**src/rtl/hms_counter_pkg.sv**
```systemverilog
// Shared clock constants and the 24h-to-12h hour helper.
// Used by hms_counter and the downstream date counter.
package hms_counter_pkg;

   localparam int TIME_W = 6;

   typedef logic [TIME_W-1:0] time_t;

   localparam time_t HH_MAX = 6'd23;
   localparam time_t MI_MAX = 6'd59;
   localparam time_t SS_MAX = 6'd59;

   localparam logic [3:0] SET_TIME_STATE = 4'd5;
   localparam logic [3:0] SET_DATE_STATE = 4'd6;

   // Midnight and noon both display as 12 on a 12-hour face.
   function automatic logic [4:0] to_hh12(input time_t h);
      logic [4:0] r;
      if (h == 6'd0 || h == 6'd12) r = 5'd12;
      else if (h > 6'd12) r = 5'(h - 6'd12);
      else r = 5'(h);
      return r;
   endfunction

endpackage

```
**src/rtl/hms_counter_edge_pulse.sv**
```systemverilog
// One-register rising-edge detector for a debounced level button.
// pulse is high for the single clk in which level goes 0 -> 1.
module edge_pulse (
   input  logic clk,
   input  logic reset,
   input  logic level,
   output logic pulse
);

   logic prev;

   always_ff @(posedge clk or posedge reset) begin
      if (reset) prev <= 1'b0;
      else       prev <= level;
   end

   assign pulse = level & ~prev;

endmodule

```
**src/rtl/hms_counter.sv**
```systemverilog
// Hour/minute/second time-of-day counter with a time-set mode.
// Optional 12-hour outputs hh12/pm are enabled by HMS_COUNTER_AMPM_EN.
module hms_counter
   import hms_counter_pkg::*;
#(
   parameter logic [3:0] SET_STATE      = SET_TIME_STATE,
   parameter logic       RUN_STATE_MASK = 1'b1
) (
   input  logic        clk,
   input  logic        reset,
   input  logic        tick_1hz,
   input  logic        b1,
   input  logic        b2,
   input  logic        b3,
   input  logic [3:0]  state,
   output logic [5:0]  hh,
   output logic [5:0]  mi,
   output logic [5:0]  ss,
`ifdef HMS_COUNTER_AMPM_EN
   output logic [4:0]  hh12,
   output logic        pm,
`endif
   output logic        oneday
);

   logic  e1, e2, e3;
   logic  armed;
   logic  set_mode;
   logic  run_en;
   time_t hh_d, mi_d, ss_d;
   logic  oneday_d;

   edge_pulse u_ep1 (.clk(clk), .reset(reset), .level(b1), .pulse(e1));
   edge_pulse u_ep2 (.clk(clk), .reset(reset), .level(b2), .pulse(e2));
   edge_pulse u_ep3 (.clk(clk), .reset(reset), .level(b3), .pulse(e3));

   // Low for the first edge after reset release so that clk's events are dropped.
   always_ff @(posedge clk or posedge reset) begin
      if (reset) armed <= 1'b0;
      else       armed <= 1'b1;
   end

   assign set_mode = (state == SET_STATE);
   assign run_en   = !set_mode && RUN_STATE_MASK;

   always_comb begin
      hh_d     = hh;
      mi_d     = mi;
      ss_d     = ss;
      oneday_d = 1'b0;
      if (armed) begin
         if (set_mode) begin
            if (e1) hh_d = (hh >= HH_MAX) ? '0 : hh + 1'b1;
            if (e2) mi_d = (mi >= MI_MAX) ? '0 : mi + 1'b1;
            if (e3) ss_d = '0;
         end else if (run_en && tick_1hz) begin
            if (ss == SS_MAX) begin
               ss_d = '0;
               if (mi == MI_MAX) begin
                  mi_d = '0;
                  if (hh == HH_MAX) begin
                     hh_d     = '0;
                     oneday_d = 1'b1;
                  end else begin
                     hh_d = hh + 1'b1;
                  end
               end else begin
                  mi_d = mi + 1'b1;
               end
            end else begin
               ss_d = ss + 1'b1;
            end
         end
      end
      // Recover from any corrupted field.
      if (hh_d > HH_MAX) hh_d = '0;
      if (mi_d > MI_MAX) mi_d = '0;
      if (ss_d > SS_MAX) ss_d = '0;
   end

   always_ff @(posedge clk or posedge reset) begin
      if (reset) begin
         hh     <= '0;
         mi     <= '0;
         ss     <= '0;
         oneday <= 1'b0;
      end else begin
         hh     <= hh_d;
         mi     <= mi_d;
         ss     <= ss_d;
         oneday <= oneday_d;
      end
   end

`ifdef HMS_COUNTER_AMPM_EN
   always_ff @(posedge clk or posedge reset) begin
      if (reset) begin
         hh12 <= 5'd12;
         pm   <= 1'b0;
      end else begin
         hh12 <= to_hh12(hh_d);
         pm   <= (hh_d >= 6'd12);
      end
   end
`endif

endmodule

```
**config.mk**
```make
export PLATFORM = sky130hd
export DESIGN_NAME = hms_counter
export DESIGN_NICKNAME = d
export VERILOG_FILES = /design/src/rtl/hms_counter_pkg.sv /design/src/rtl/hms_counter_edge_pulse.sv /design/src/rtl/hms_counter.sv
export SDC_FILE = /design/constraint.sdc
export NUM_CORES = 1
export LEC_CHECK = 0
export BUFFER_PORTS_ARGS = -buffer_cell sky130_fd_sc_hd__buf_4
export CAP_MARGIN = 10
export CORE_UTILIZATION = 35
export DETAILED_ROUTE_END_ITERATION = 6
export GPL_ROUTABILITY_DRIVEN = 0
export GPL_TIMING_DRIVEN = 0
export SLEW_MARGIN = 10
export SYNTH_ARGS = -nofsm -noshare
export SYNTH_HDL_FRONTEND = slang
export SYNTH_HIERARCHICAL = 1
export SYNTH_SLANG_ARGS = --single-unit
```
**constraint.sdc**
```tcl
create_clock -name clk -period 2.6 [get_ports clk]
set_clock_uncertainty 0.15 [all_clocks]
set_input_delay 0.39 -clock clk [delete_from_list [all_inputs] [get_ports clk]]
set_output_delay 0.39 -clock clk [all_outputs]
set_load 0.02 [all_outputs]
```
[Word-level counts from Yosys, hierarchy flattened]
Cells that the tools add are included.
Storage, ports and cells
  register bits after elaboration: 23
  input bits: 10
Cells by class
  $add $sub $neg: 3
  magnitude comparators: 5
  eq/ne operators: 4
  mux-type cells: 29
  bitwise gates (word level): 6
  reductions and logical operators: 2
Operators with widths (count)
  $mux W6: 23
  $add A6 B1 Y6 const B: 3
  $eq A6 B6 Y1 const B: 2
  $gt A6 B6 Y1 const B: 2
  $eq A6 B5 Y1 const B: 1
  $ge A6 B5 Y1 const B: 1
  $ge A6 B6 Y1 const B: 1
  $gt A6 B5 Y1 const B: 1
  $mux W1: 6
  $eq A4 B3 Y1 const B: 1
  $and A1 B1 Y1: 3
  $not A1 Y1: 3
  $logic_and A1 B1 Y1: 1
  $logic_not A1 Y1: 1

[Depth between registers and ports, before layout]
Gate-level depths: netlist of the first run.
  depth after elaboration: 9
  gate-level depth with buffers: 8
  depth with buffers taken out: 7

[Modules after synthesis]
The synthesis of the first run kept the hierarchy.
By module, submodules not included
  hms_counter: times used 1, cells each 209, area an instance 1773.0 sq um, seq. area each 500.5 sq um
  edge_pulse: times used 3, cells each 3, area an instance 42.5 sq um, seq. area each 25.0 sq um

[Least setup slack after synthesis of the first run]
Ideal clock, no wire load.
  kind: reg-to-reg
  from: reg ss[0]
  to: reg ss[2]
  library setup time: 0.132 ns
  data arrival time: 1.932 ns
  required time: 2.318 ns
  path slack: 0.386 ns
  stages on the path, launching flop included: 8
  buffers on the path: 0
  clock period less this slack: 2.214 ns
  path through: dfrtp_1 ha_1 and4b_4 a2111oi_4 nand3b_1 a21boi_2 and3_1 a21oi_1
Between the ends
  cells in the longest elaborated chain, start to end: 7
  elaborated cells on any way between the ends: 9
  classes of those cells: add/sub (1); order compare (1); eq/ne (1); mux (6)
RTL lines
  from (decl): line hms_counter.sv:18  | output logic [5:0] ss,
  from (signal assigned): line hms_counter.sv:90  | ss <= ss_d;
  $add A6 B1 Y6 / $eq A6 B6 Y1 (equally long branches): line hms_counter.sv:71, hms_counter.sv:57
  $mux W6: line hms_counter.sv:57  | if (ss == SS_MAX) begin
  $mux W6: line hms_counter.sv:56  | end else if (run_en && tick_1hz) begin
  $mux W6: line hms_counter.sv:52  | if (set_mode) begin
  $mux W6 *: line hms_counter.sv:51  | if (armed) begin
  $gt A6 B6 Y1: line hms_counter.sv:78  | if (ss_d > SS_MAX) ss_d = '0;
  $mux W6 *: line hms_counter.sv:78
  via ss_d[2]: line hms_counter.sv:30  | time_t hh_d, mi_d, ss_d;
Mark *: on every way through the listed nets, which the timed path passes. The rest lies on a longest branch.

[Worst setup path in the final report of the first run]
  from: reg mi[1]
  to: reg hh[2]
Between the ends
  cells in the longest elaborated chain, start to end: 8
RTL lines
  from (decl): line hms_counter.sv:17  | output logic [5:0] mi,
  from (signal assigned): line hms_counter.sv:89  | mi <= mi_d;
  $eq A6 B6 Y1 *: line hms_counter.sv:59  | if (mi == MI_MAX) begin
  $mux W6 *: line hms_counter.sv:59
  $mux W6 *: line hms_counter.sv:57
  $mux W6 *: line hms_counter.sv:56
  $mux W6 *: line hms_counter.sv:52
  $mux W6 *: line hms_counter.sv:51
  $gt A6 B5 Y1: line hms_counter.sv:76  | if (hh_d > HH_MAX) hh_d = '0;
  $mux W6 *: line hms_counter.sv:76
  via hh_d[2]: line hms_counter.sv:30
  to (signal assigned): line hms_counter.sv:88  | hh <= hh_d;
  to (decl): line hms_counter.sv:16  | output logic [5:0] hh,
Marks and branches as above.

==> metrics.md, run 1 <==
| Metric | Value |
|---|---|
| Status | `finished clean` |
| Tcrit/Tclk final | `91.12%` |
| GRT overflow | `0` |
| Synth Area in Adders | `1.975%` |
| Net Switching | `545.6 uW` |
| GRT Total Usage | `18.41%` |
| Largest net degree at the start of global routing | `21` |
| Routed wire length | `4871 um` |
| Antenna diode count | `0` |
| Synth Register Bits | `23` |
| Pre-Repair DR Iteration Count | `4` |
| Pint | `770.5 uW` |
| Total setup buffers inserted after CTS | `0` |
| Sequential power share | `41.0%` |
| Vias in the first global route | `1668` |
| Crit path capture type | `flop` |
| Final setup fails | `0` |
| CTS clock-pin slew for the worst setup and hold paths | `90 ps` |
| Post-synthesis simple-gate area fraction | `30.35%` |
| DR iter-0 viols | `85` |
| Slew HR | `42.89%` |
| Root buffer cell | `clkbuf_8` |
| Most frequent cells in the layout | `buf_4 (28), dfrtp_1 (23), nand2_1 (22), a21oi_1 (22), nor2_1 (16)` |
| Pre-CTS setup slack | `16.79 ps` |
| Arrival time at the worst endpoint | `2370 ps` |
| RSZ-0062 raised after global routing | `false` |
| Hold WC Path Type | `primary input to flop` |
| Total power | `1.316 mW` |
| Mux cell area share after synthesis | `0%` |
| Core area | `5172 um2` |
| Async set or reset register ratio after synthesis | `100.0%` |
| Antenna-violating nets left | `0` |
| Residual DRC count | `0` |
| Post-Synthesis Cells | `218` |
| Io pins | `29` |
| Vias | `1807` |
| Combinational fraction of design power | `41.4%` |
| Detail Placement HPWL | `3573 um` |
| WL per Instance | `15.17 um` |
| Pwr dens | `580.9 nW/um2` |
| H-tree Lvls | `1` |
| Max-cap violations | `0` |
| Worst-margin pin slew | `855.7 ps` |
| Worst setup path class | `flop to flop` |
| Worst path required time | `2600 ps` |
| Share of post-route cells with drive strength above 1 | `28.29%` |
| Largest family of logic cells by synthesized area | `compound AO/OA/AOI/OAI gates` |
| Die W | `75.69 um` |
| Full die area | `5729 um2` |
| Post-synth EDFFs | `0` |
| First-pass GRT wire length | `8004 um` |
| Starting Density | `36.74%` |
| Primary FF master, synth | `dfrtp_1` |
| Via/cell ratio | `5.629` |
| Synth Area per Inst | `8.718 um2` |
| Min cycle time layout | `2369 ps` |
| Worst R2R Setup Slack | `230 ps` |
| Nets | `265` |
| Count of input and output buffers | `28` |
| Crit Path Max Fanout | `8` |
| Layout area overhead | `19.22%` |
| Rows | `26` |
| Worst setup margin | `230.9 ps` |
| Total CTS buffers | `3` |
| Seq/Total Area, Yosys | `30.28%` |
| Slew Viols, Final | `0` |
| Sw Ratio | `41.46%` |
| Synth cell types | `66` |
| Clk buf depth | `2` |
| Die Ht | `75.69 um` |
| # clock sinks | `23` |
| CTS tree | `done` |
| Initial antenna violation count | `0` |
| Area of the mapped netlist | `1901 um2` |
| Fmax | `0.4221 GHz` |
| Worst-Skew Late Latency | `270 ps` |
| Syn nets | `231` |
| Max IR drop VDD | `0.4268 mV` |
| Final-report hold violation count | `0` |
| Leak | `0.9546 nW` |
| XOR/XNOR share of the synthesized area | `0%` |
| Critical path launch point type | `flop` |
| Synth Area in Compound Gates | `30.35%` |
| YS warnings | `6` |
| Setup TNS | `0 ps` |
| Clock Power Share | `17.6%` |
| Commonest non-fill, non-tap cell in the layout | `buf_4` |
==> Yosys cell counts (2+ instances only) <==
library cell   n  area share [%]
a211oi_2       3             2.0
a21oi_1       22             5.8
a2bb2oi_1      2            0.92
a311oi_1       3             1.4
a31oi_1        3            0.99
and2_1         2            0.66
and2b_1        2            0.79
and3_1         5             1.6
buf_2          4             1.1
buf_6          4             2.4
clkbuf_8       2             1.4
conb_1         2            0.40
dfrtp_1       23              30
ha_1           3             2.0
inv_1          8             1.6
nand2_1       22             4.3
nand2_2        2            0.66
nand2b_1       2            0.66
nand3_1       13             3.4
nand3b_1       3             1.2
nand4_1        4             1.3
nor2_1        16             3.2
nor2b_1        2            0.66
nor2b_4        3             2.2
nor3_1         5             1.3
o2111ai_1      2            0.92
o21ai_0        7             1.8
o21ai_1        4             1.1
o221ai_1       2            0.92
o22ai_1        5             1.6
o31ai_1        2            0.79
o31ai_2        2             1.3
==> power groups by stage <==
stage          combinational (mW)  clock (mW)  sequential (mW)
2_1_floorplan               0.307           0            0.588
3_3_place_gp                0.538           0            0.546
3_5_place_dp                0.542           0            0.543
4_1_cts                     0.546       0.242            0.537
5_1_grt                     0.600       0.256            0.551
6_report                    0.544       0.232            0.540
==> registers in the layout, summed over array words and instances, names as in the netlist <==
signal / cells
hh: 6
mi: 6
ss: 6
armed: 1
oneday: 1
u_ep1/prev: 1
u_ep2/prev: 1
u_ep3/prev: 1
==> cells by family (layout without fill, tap and decap cells) <==
| logic type | count (synthesis) | count (layout) |
|---|---|---|
| flip-flops | 23 | 23 |
| buffers and inverters | 19 | 52 |
| adder cells (fa/ha/maj) | 3 | 3 |
| AND/OR/NAND/NOR | 95 | 95 |
| AO/OA/AOI/OAI | 76 | 76 |
| other | 2 | 2 |
==> final timing paths <==
| path | cells after the start | end | startpoint |
|---|---|---|---|
| max | 7 | hh[2]$_DFF_PP0_ | mi[1]$_DFF_PP0_ |
| min | 1 | u_ep3/prev$_DFF_PP0_ | b3 |
| max reg2reg | 7 | hh[2]$_DFF_PP0_ | mi[1]$_DFF_PP0_ |
| min reg2reg | 2 | ss[1]$_DFF_PP0_ | ss[1]$_DFF_PP0_ |
| max in group asynchronous | 3 | ss[5]$_DFF_PP0_ | reset |
| min in group asynchronous | 3 | u_ep3/prev$_DFF_PP0_ | reset |
==> stage by stage <==
stage	cells	hold WS, ps	util (%)	area [um2]
CTS	321	74.29	43.69	2260
global route	321	70.77	43.81	2266
finish	321	80.35	43.81	2266
floorplan	218	-31.29	-	1901
detailed placement	316	112.2	42.50	2198
global placement	316	110.2	42.50	2198
==> metal layers <==
layer  up-vias  part of all wire (%)  global-route usage [%]
met2        45                    49                   30.85
li1        893                     -                       -
met5         -                     0                       0
met3         7                   3.6                   1.587
met4         0                   1.6                   7.202
met1       862                    46                   24.61
==> layout make-up <==
cell class | instances | area, um2
clock buffer | 4 | 45.04
timing repair buffer | 29 | 220.2
multi-input combinational | 176 | 1211
fill | 520 | 2907
inverter | 8 | 30.03
tap | 70 | 87.58
sequential | 23 | 575.6
buffer | 11 | 96.34
==> critical path, stage by stage, from the launching register on <==
cell	delay (ps)
dfrtp_1	490
ha_1	290
and2b_1	280
nand4_1	140
o41ai_2	290
o211ai_1	200
a32oi_2	340
a211oi_2	60
==> what timing repair did <==
item	4_1_cts	5_1_grt
hold buffers	1	0
setup endpoints to repair	2	3
gates cloned	0	0
endpoints found under the hold margin	3	0
gates resized for setup	1	1
pin swaps	0	0
Power figures use the tool's default switching activity.
==> run 2: changes to the inputs <==
--- a/config.mk
+++ b/config.mk
@@ -5,6 +5,7 @@
 export SDC_FILE = /design/constraint.sdc
 export NUM_CORES = 1
 export LEC_CHECK = 0
+export ABC_AREA = 1
 export BUFFER_PORTS_ARGS = -buffer_cell sky130_fd_sc_hd__buf_4
 export CAP_MARGIN = 10
 export CORE_UTILIZATION = 35
==> run 2 against run 1 <==
Compared with the run above:
- core utilization fell by 0.55 points
- routed wire length fell by 12%
- hold slack improved by 7.2 ps
- global-route usage fell by 0.71 points
- worst setup slack improved by 330 ps
- sequential cell count did not move
- synthesized cell count rose by 33%
- combinational power fell by 25%
- via count rose by 1.4%
- die area fell by 1.6%
- count of clock-buffer cells in the layout fell by 1
- critical path type unchanged
==> metrics.md, run 2 <==
| Metric | Value |
|---|---|
| DP Area | `2167 um2` |
| # clock sinks | `23` |
| Cell at the slowest stage of the critical path | `dfrtp_1` |
| CP peak stage delay | `430 ps` |
| Nets | `337` |
| Post-synth EDFFs | `0` |
| Worst path required time | `2600 ps` |
| Worst setup margin | `563.8 ps` |
| Die Ht | `75.08 um` |
| Primary FF master, synth | `dfrtp_1` |
| Final-report hold violation count | `0` |
| Setup TNS | `0 ps` |
| Max IR drop VDD | `0.2435 mV` |
| Synth Area per Inst | `6.446 um2` |
| Hold Path Depth | `1` |
| Worst min-delay path endpoint | `u_ep2/prev$_DFF_PP0_` |
| Hold path startpoint | `b2` |
| Top cell family by delay on the critical path | `simple AND/OR/NAND/NOR gates` |
| Yosys top cell by area | `dfrtp_1` |
| Worst R2R Setup Slack | `560 ps` |
| Tcrit/Tclk final | `78.31%` |
| Vias | `1833` |
| Met1 GRT Util | `23.89%` |
| Global routing usage on met2 | `29.63%` |
| Rows | `26` |
| Final setup fails | `0` |
| Status | `finished clean` |
| Syn nets | `303` |
| First-pass GRT wire length | `7631 um` |
| Arrival time at the worst endpoint | `2040 ps` |
| Slew Viols, Final | `0` |
| GRT overflow | `0` |
| Slew HR | `45.44%` |
| Crit path buffers/inverters | `1` |
| Top cells by count, synth | `nand2_1 (76), inv_1 (44), nand3_1 (27), nor2_1 (27), dfrtp_1 (23)` |
| H-tree Lvls | `1` |
| Worst r2r src | `ss[0]$_DFF_PP0_` |
| Residual DRC count | `0` |
| Most frequent cells in the layout | `nand2_1 (76), inv_1 (44), buf_4 (29)` |
| Post-Synthesis Cells | `290` |
| CTS clock-pin slew for the worst setup and hold paths | `80 ps` |
| Share of post-route cells with drive strength above 1 | `25.08%` |
| Reg2reg end | `mi[0]$_DFF_PP0_` |
| Io pins | `29` |
| Full die area | `5637 um2` |
| # fillers | `580` |
| Antenna diode count | `0` |
| Synth cell types | `29` |
| GRT Total Usage | `17.70%` |
| Most Used Layer, Global Route | `met2` |
| Worst setup path class | `flop to flop` |
| Fmax | `0.4911 GHz` |
| Post-CTS sizing | `0` |
| Share of the synthesized area in the top cell type | `30.79%` |
| Via/cell ratio | `4.664` |
| Total power | `1.111 mW` |
| Worst-margin pin slew | `817.5 ps` |
| WHS | `87.57 ps` |
| Critical path launch point type | `flop` |
| Detail Placement HPWL | `3341 um` |
| Antenna-violating nets left | `0` |
| Commonest non-fill, non-tap cell in the layout | `nand2_1` |
| Met3 usage | `2.008%` |
| YS warnings | `6` |
| Post-route cell area | `2223 um2` |
| Min cycle time layout | `2036 ps` |
| Largest net degree at the start of global routing | `21` |
| Async set or reset register ratio after synthesis | `100.0%` |
| Max-cap violations | `0` |
| Initial antenna violation count | `0` |
| Worst path cell trace | `ha_1, inv_2, nor2_2, nand3_2, nor2_4, nand2_2, nand2_1, nand2_1, nand2_2, nand3_2, nor2_4, nor2_2` |
| WL per Instance | `10.87 um` |
| Seq/Total Area, Yosys | `30.79%` |
| Core area | `5140 um2` |
| Worst-Skew Late Latency | `260 ps` |
| Layout area overhead | `18.94%` |
| Pre-Repair DR Iteration Count | `4` |
| Pwr dens | `499.5 nW/um2` |
| Worst R2R Path Depth | `12` |
| Crit Path Max Fanout | `6` |
| Starting Density | `36.37%` |
| Vias in the first global route | `1758` |
| Routed wire length | `4271 um` |
| Crit path capture type | `flop` |
| Synth Register Bits | `23` |
| Leak | `1.145 nW` |
| Root buffer cell | `clkbuf_8` |
| RSZ-0062 raised after global routing | `false` |
| CTS tree | `done` |
| Most common cell in the netlist | `nand2_1` |
| Area contributors post-synth | `dfrtp_1 (31%), nand2_1 (15%), inv_1 (8.8%)` |
| Count of input and output buffers | `28` |
| Die W | `75.08 um` |
| Hold WC Path Type | `primary input to flop` |
| Area of the mapped netlist | `1869 um2` |
| DR iter-0 viols | `105` |
| Biggest regs | `hh (6), mi (6), ss (6)` |
| Pre-CTS setup slack | `584.3 ps` |
| Clk buf depth | `2` |
| Total CTS buffers | `3` |
==> run 2: changes by cell type in the layout (fill, tap and decap cells not counted), sizes merged, moves of 4 or more <==
cell and change:
nand3 +17, inv +41, nor2 +29, o22ai -5
o21ai +4, and3 -5, o31ai -4, nor2b -5
nor3 -4, nand2 +65, a21oi -10, a31oi -4
==> run 2: timing repair <==
action                                 CTS  global route
hold buffers                             1             0
setup buffers                            0             0
endpoints found under the hold margin    3             0
==> run 2: cell families after synthesis <==
logic type / Yosys count / share of synthesized area, %
buf+inv: 57 / 12.72
flops: 23 / 30.79
simple gates: 173 / 44.18
other cells: 2 / 0.4018
fa+ha+maj: 3 / 2.008
compound gates: 32 / 9.907
==> run 2: through the flow <==
step | instances | util [%]
after floorplan | 290 | -
after global placement | 388 | 42.16
after detailed placement | 388 | 42.16
after CTS | 393 | 43.26
after global routing | 393 | 43.26
final | 393 | 43.26
==> run 2: area by class of cell <==
| type | count | area [um2] | area share [%] |
|---|---|---|---|
| buffer | 6 | 43.79 | 1.970 |
| clock buffer | 3 | 41.29 | 1.857 |
| clock inverter | 1 | 5.005 | 0.2251 |
| inverter | 51 | 193.9 | 8.723 |
| multi-input combinational | 210 | 1056 | 47.50 |
| sequential | 23 | 575.6 | 25.89 |
| tap | 70 | 87.58 | 3.939 |
| timing repair buffer | 29 | 220.2 | 9.904 |
==> run 2: worst max path at each step <==
stage                    startpoint              end  slack [ps]  depth (start not counted)
floorplan           ss[0]$_DFF_PP0_  mi[0]$_DFF_PP0_         660                         12
global placement    ss[0]$_DFF_PP0_  mi[0]$_DFF_PP0_         610                         12
detailed placement  ss[0]$_DFF_PP0_  mi[0]$_DFF_PP0_         580                         12
CTS                 hh[0]$_DFF_PP0_  hh[0]$_DFF_PP0_         560                         13
global route        hh[0]$_DFF_PP0_  hh[0]$_DFF_PP0_         350                         11
finish              ss[0]$_DFF_PP0_  mi[0]$_DFF_PP0_         560                         12
==> run 2: report_power, final <==
| group | leakage, nW | switching (mW) | internal, mW |
|---|---|---|---|
| Clock | 0.0255 | 0.118 | 0.107 |
| Sequential | 0.290 | 0.0704 | 0.409 |
| Combinational | 0.829 | 0.242 | 0.165 |
==> run 2: layer usage <==
| metal | vias up | routed length [um] | part of all wire (%) |
|---|---|---|---|
| met1 | 840 | 2076 | 49 |
| li1 | 962 | - | - |
| met2 | 29 | 2052 | 48 |
| met3 | 2 | 110 | 2.6 |
| met4 | 0 | 31 | 0.73 |
| met5 | - | 0 | 0 |
==> run 3: changes to the inputs <==
==> constraint.sdc (replaced) <==
create_clock -name clk -period 1.8 [get_ports clk]
set_clock_uncertainty 0.15 [all_clocks]
set_input_delay 0.27 -clock clk [delete_from_list [all_inputs] [get_ports clk]]
set_output_delay 0.27 -clock clk [all_outputs]
set_load 0.02 [all_outputs]
==> run 3 against run 2 <==
Compared with the run above:
- the run now ends with setup timing left
- routed wire length increased by 9.8%
- worst setup slack got worse by 660 ps
- via count increased by 4.9%
- non-clock buffer count increased by 16
- combinational power increased by 76%
- power increased by 59%
- core utilization increased by 5.4 points
- critical path depth decreased by 1
- sequential power increased by 46%
- first-iteration DRC count increased by 48%
==> metrics.md, run 3 (same netlist as run 2, synthesis figures left out) <==
| Metric | Value |
|---|---|
| Biggest regs | `hh (6), mi (6), ss (6)` |
| Residual DRC count | `0` |
| First-pass GRT wire length | `7810 um` |
| Pre-Repair DR Iteration Count | `4` |
| CTS tree | `done` |
| Initial antenna violation count | `0` |
| Fmax | `0.5265 GHz` |
| Detail Placement HPWL | `3347 um` |
| Total CTS buffers | `3` |
| Failing checks | `setup timing` |
| Worst setup path class | `flop to flop` |
| Worst-Skew Late Latency | `270 ps` |
| Worst setup margin | `-99.24 ps` |
| Clk buf depth | `2` |
| Largest net degree at the start of global routing | `21` |
| Root buffer cell | `clkbuf_8` |
| WHS | `250.3 ps` |
| # fillers | `550` |
| Share of post-route cells with drive strength above 1 | `35.40%` |
| Finished Layout Cells | `409` |
| Worst path required time | `1820 ps` |
| Cells after DPL | `388` |
| Max-cap violations | `0` |
| Setup TNS | `-689.1 ps` |
| Die W | `75.08 um` |
| Antenna-violating nets left | `0` |
| Most frequent cells in the layout | `nand2_1 (72), inv_1 (44), buf_4 (42)` |
| Final-report hold violation count | `0` |
| Leak | `1.223 nW` |
| Crit Path Max Fanout | `6` |
| Starting Density | `36.37%` |
| Slew Viols, Final | `0` |
| Critical path launch point type | `flop` |
| Nets | `353` |
| Worst-margin pin slew | `842.2 ps` |
| Count of input and output buffers | `28` |
| Final setup fails | `14` |
| H-tree Lvls | `1` |
| Routed wire length | `4691 um` |
| Antenna diode count | `0` |
| WL per Instance | `11.47 um` |
| Post-Route Utilization | `48.69%` |
| DR iter-0 viols | `155` |
| # clock sinks | `23` |
| Min cycle time layout | `1899 ps` |
| Rows | `26` |
| Die Ht | `75.08 um` |
| Crit path capture type | `flop` |
| Vias in the first global route | `1733` |
| Arrival time at the worst endpoint | `1920 ps` |
| Full die area | `5637 um2` |
| Max IR drop VDD | `0.3835 mV` |
| Core area | `5140 um2` |
| GRT overflow | `0` |
| DP Area | `2202 um2` |
| Hold WC Path Type | `primary input to async pin` |
| GRT Total Usage | `17.99%` |
| RSZ-0062 raised after global routing | `true` |
| Via/cell ratio | `4.702` |
| Layout area overhead | `33.87%` |
| Vias | `1923` |
| Pwr dens | `703.6 nW/um2` |
| CTS clock-pin slew for the worst setup and hold paths | `90 ps` |
| Io pins | `29` |
| Commonest non-fill, non-tap cell in the layout | `nand2_1` |
| Tcrit/Tclk final | `105.5%` |
| Status | `complete, but fails checks` |
| Slew HR | `43.79%` |
| Post-route cell area | `2502 um2` |
## run 3: cell count changes in the layout (fill, tap and decap cells not counted), moves of 4 or more
cell     before  now
nor2_1       27   22
dfrtp_2       0    9
buf_4        29   42
dfrtp_1      23   14
nand2_1      76   72
nor2_4        4   11
## run 3: layer usage
layer | GRT usage [%] | vias up | part of all wire (%)
met5 | 0 | - | 0
met4 | 5.031 | 0 | 1.1
met3 | 2.008 | 5 | 4.1
met2 | 30.13 | 44 | 47
met1 | 24.51 | 872 | 48
li1 | - | 1002 | -
## run 3: layout make-up
| class | instances | area (um2) | area share, % |
|---|---|---|---|
| multi-input combinational | 210 | 1191 | 47.60 |
| sequential | 23 | 586.8 | 23.45 |
| clock inverter | 1 | 7.507 | 0.3000 |
| tap | 70 | 87.58 | 3.500 |
| inverter | 51 | 196.4 | 7.850 |
| clock buffer | 3 | 41.29 | 1.650 |
| timing repair buffer | 45 | 347.8 | 13.90 |
| buffer | 6 | 43.79 | 1.750 |
## run 3: what timing repair did
item,4_1_cts,5_1_grt
hold buffers,4,0
setup buffers,11,2
setup endpoints to repair,17,17
pin swaps,7,14
resized for setup,11,18
endpoints found under the hold margin,6,0
## run 3: where the power goes
group          leakage [nW]  internal (mW)  switching [mW]
Clock                0.0217          0.157           0.189
Combinational         0.924          0.305           0.412
Sequential            0.278          0.598          0.0997
Total                  1.22           1.06           0.700
## run 3: stage by stage
stage | setup WS, ps | total power, mW
2_1_floorplan | -5.820 | 1.112
3_3_place_gp | -204.3 | 1.322
3_5_place_dp | -187.1 | 1.337
4_1_cts | -56.32 | 1.759
5_1_grt | -206.9 | 1.886
6_report | -99.24 | 1.761
## run 3: path summary, 6_finish.rpt
| kind | startpoint | to | slack (ps) | depth (start not counted) |
|---|---|---|---|---|
| worst max-delay path | mi[1]$_DFF_PP0_ | mi[4]$_DFF_PP0_ | -100 | 11 |
| worst min-delay path | reset | u_ep2/prev$_DFF_PP0_ | 250 | 3 |
| worst max register to register | mi[1]$_DFF_PP0_ | mi[4]$_DFF_PP0_ | -100 | 11 |
| worst min register to register | hh[5]$_DFF_PP0_ | oneday$_DFF_PP0_ | 560 | 3 |
| max in group asynchronous | reset | ss[1]$_DFF_PP0_ | 330 | 3 |
| min in group clk | tick_1hz | ss[0]$_DFF_PP0_ | 310 | 6 |
## run 3: critical path, stage by stage (launching register included)
cell and delay (ps):
dfrtp_2 430, ha_4 180, nor2_4 140, nor2_4 60, nor2_4 100, nand3_2 70, a21oi_1 140, nand2_1 80
nand2_2 80, nand2_2 60, nor2_4 220, nor2_2 60
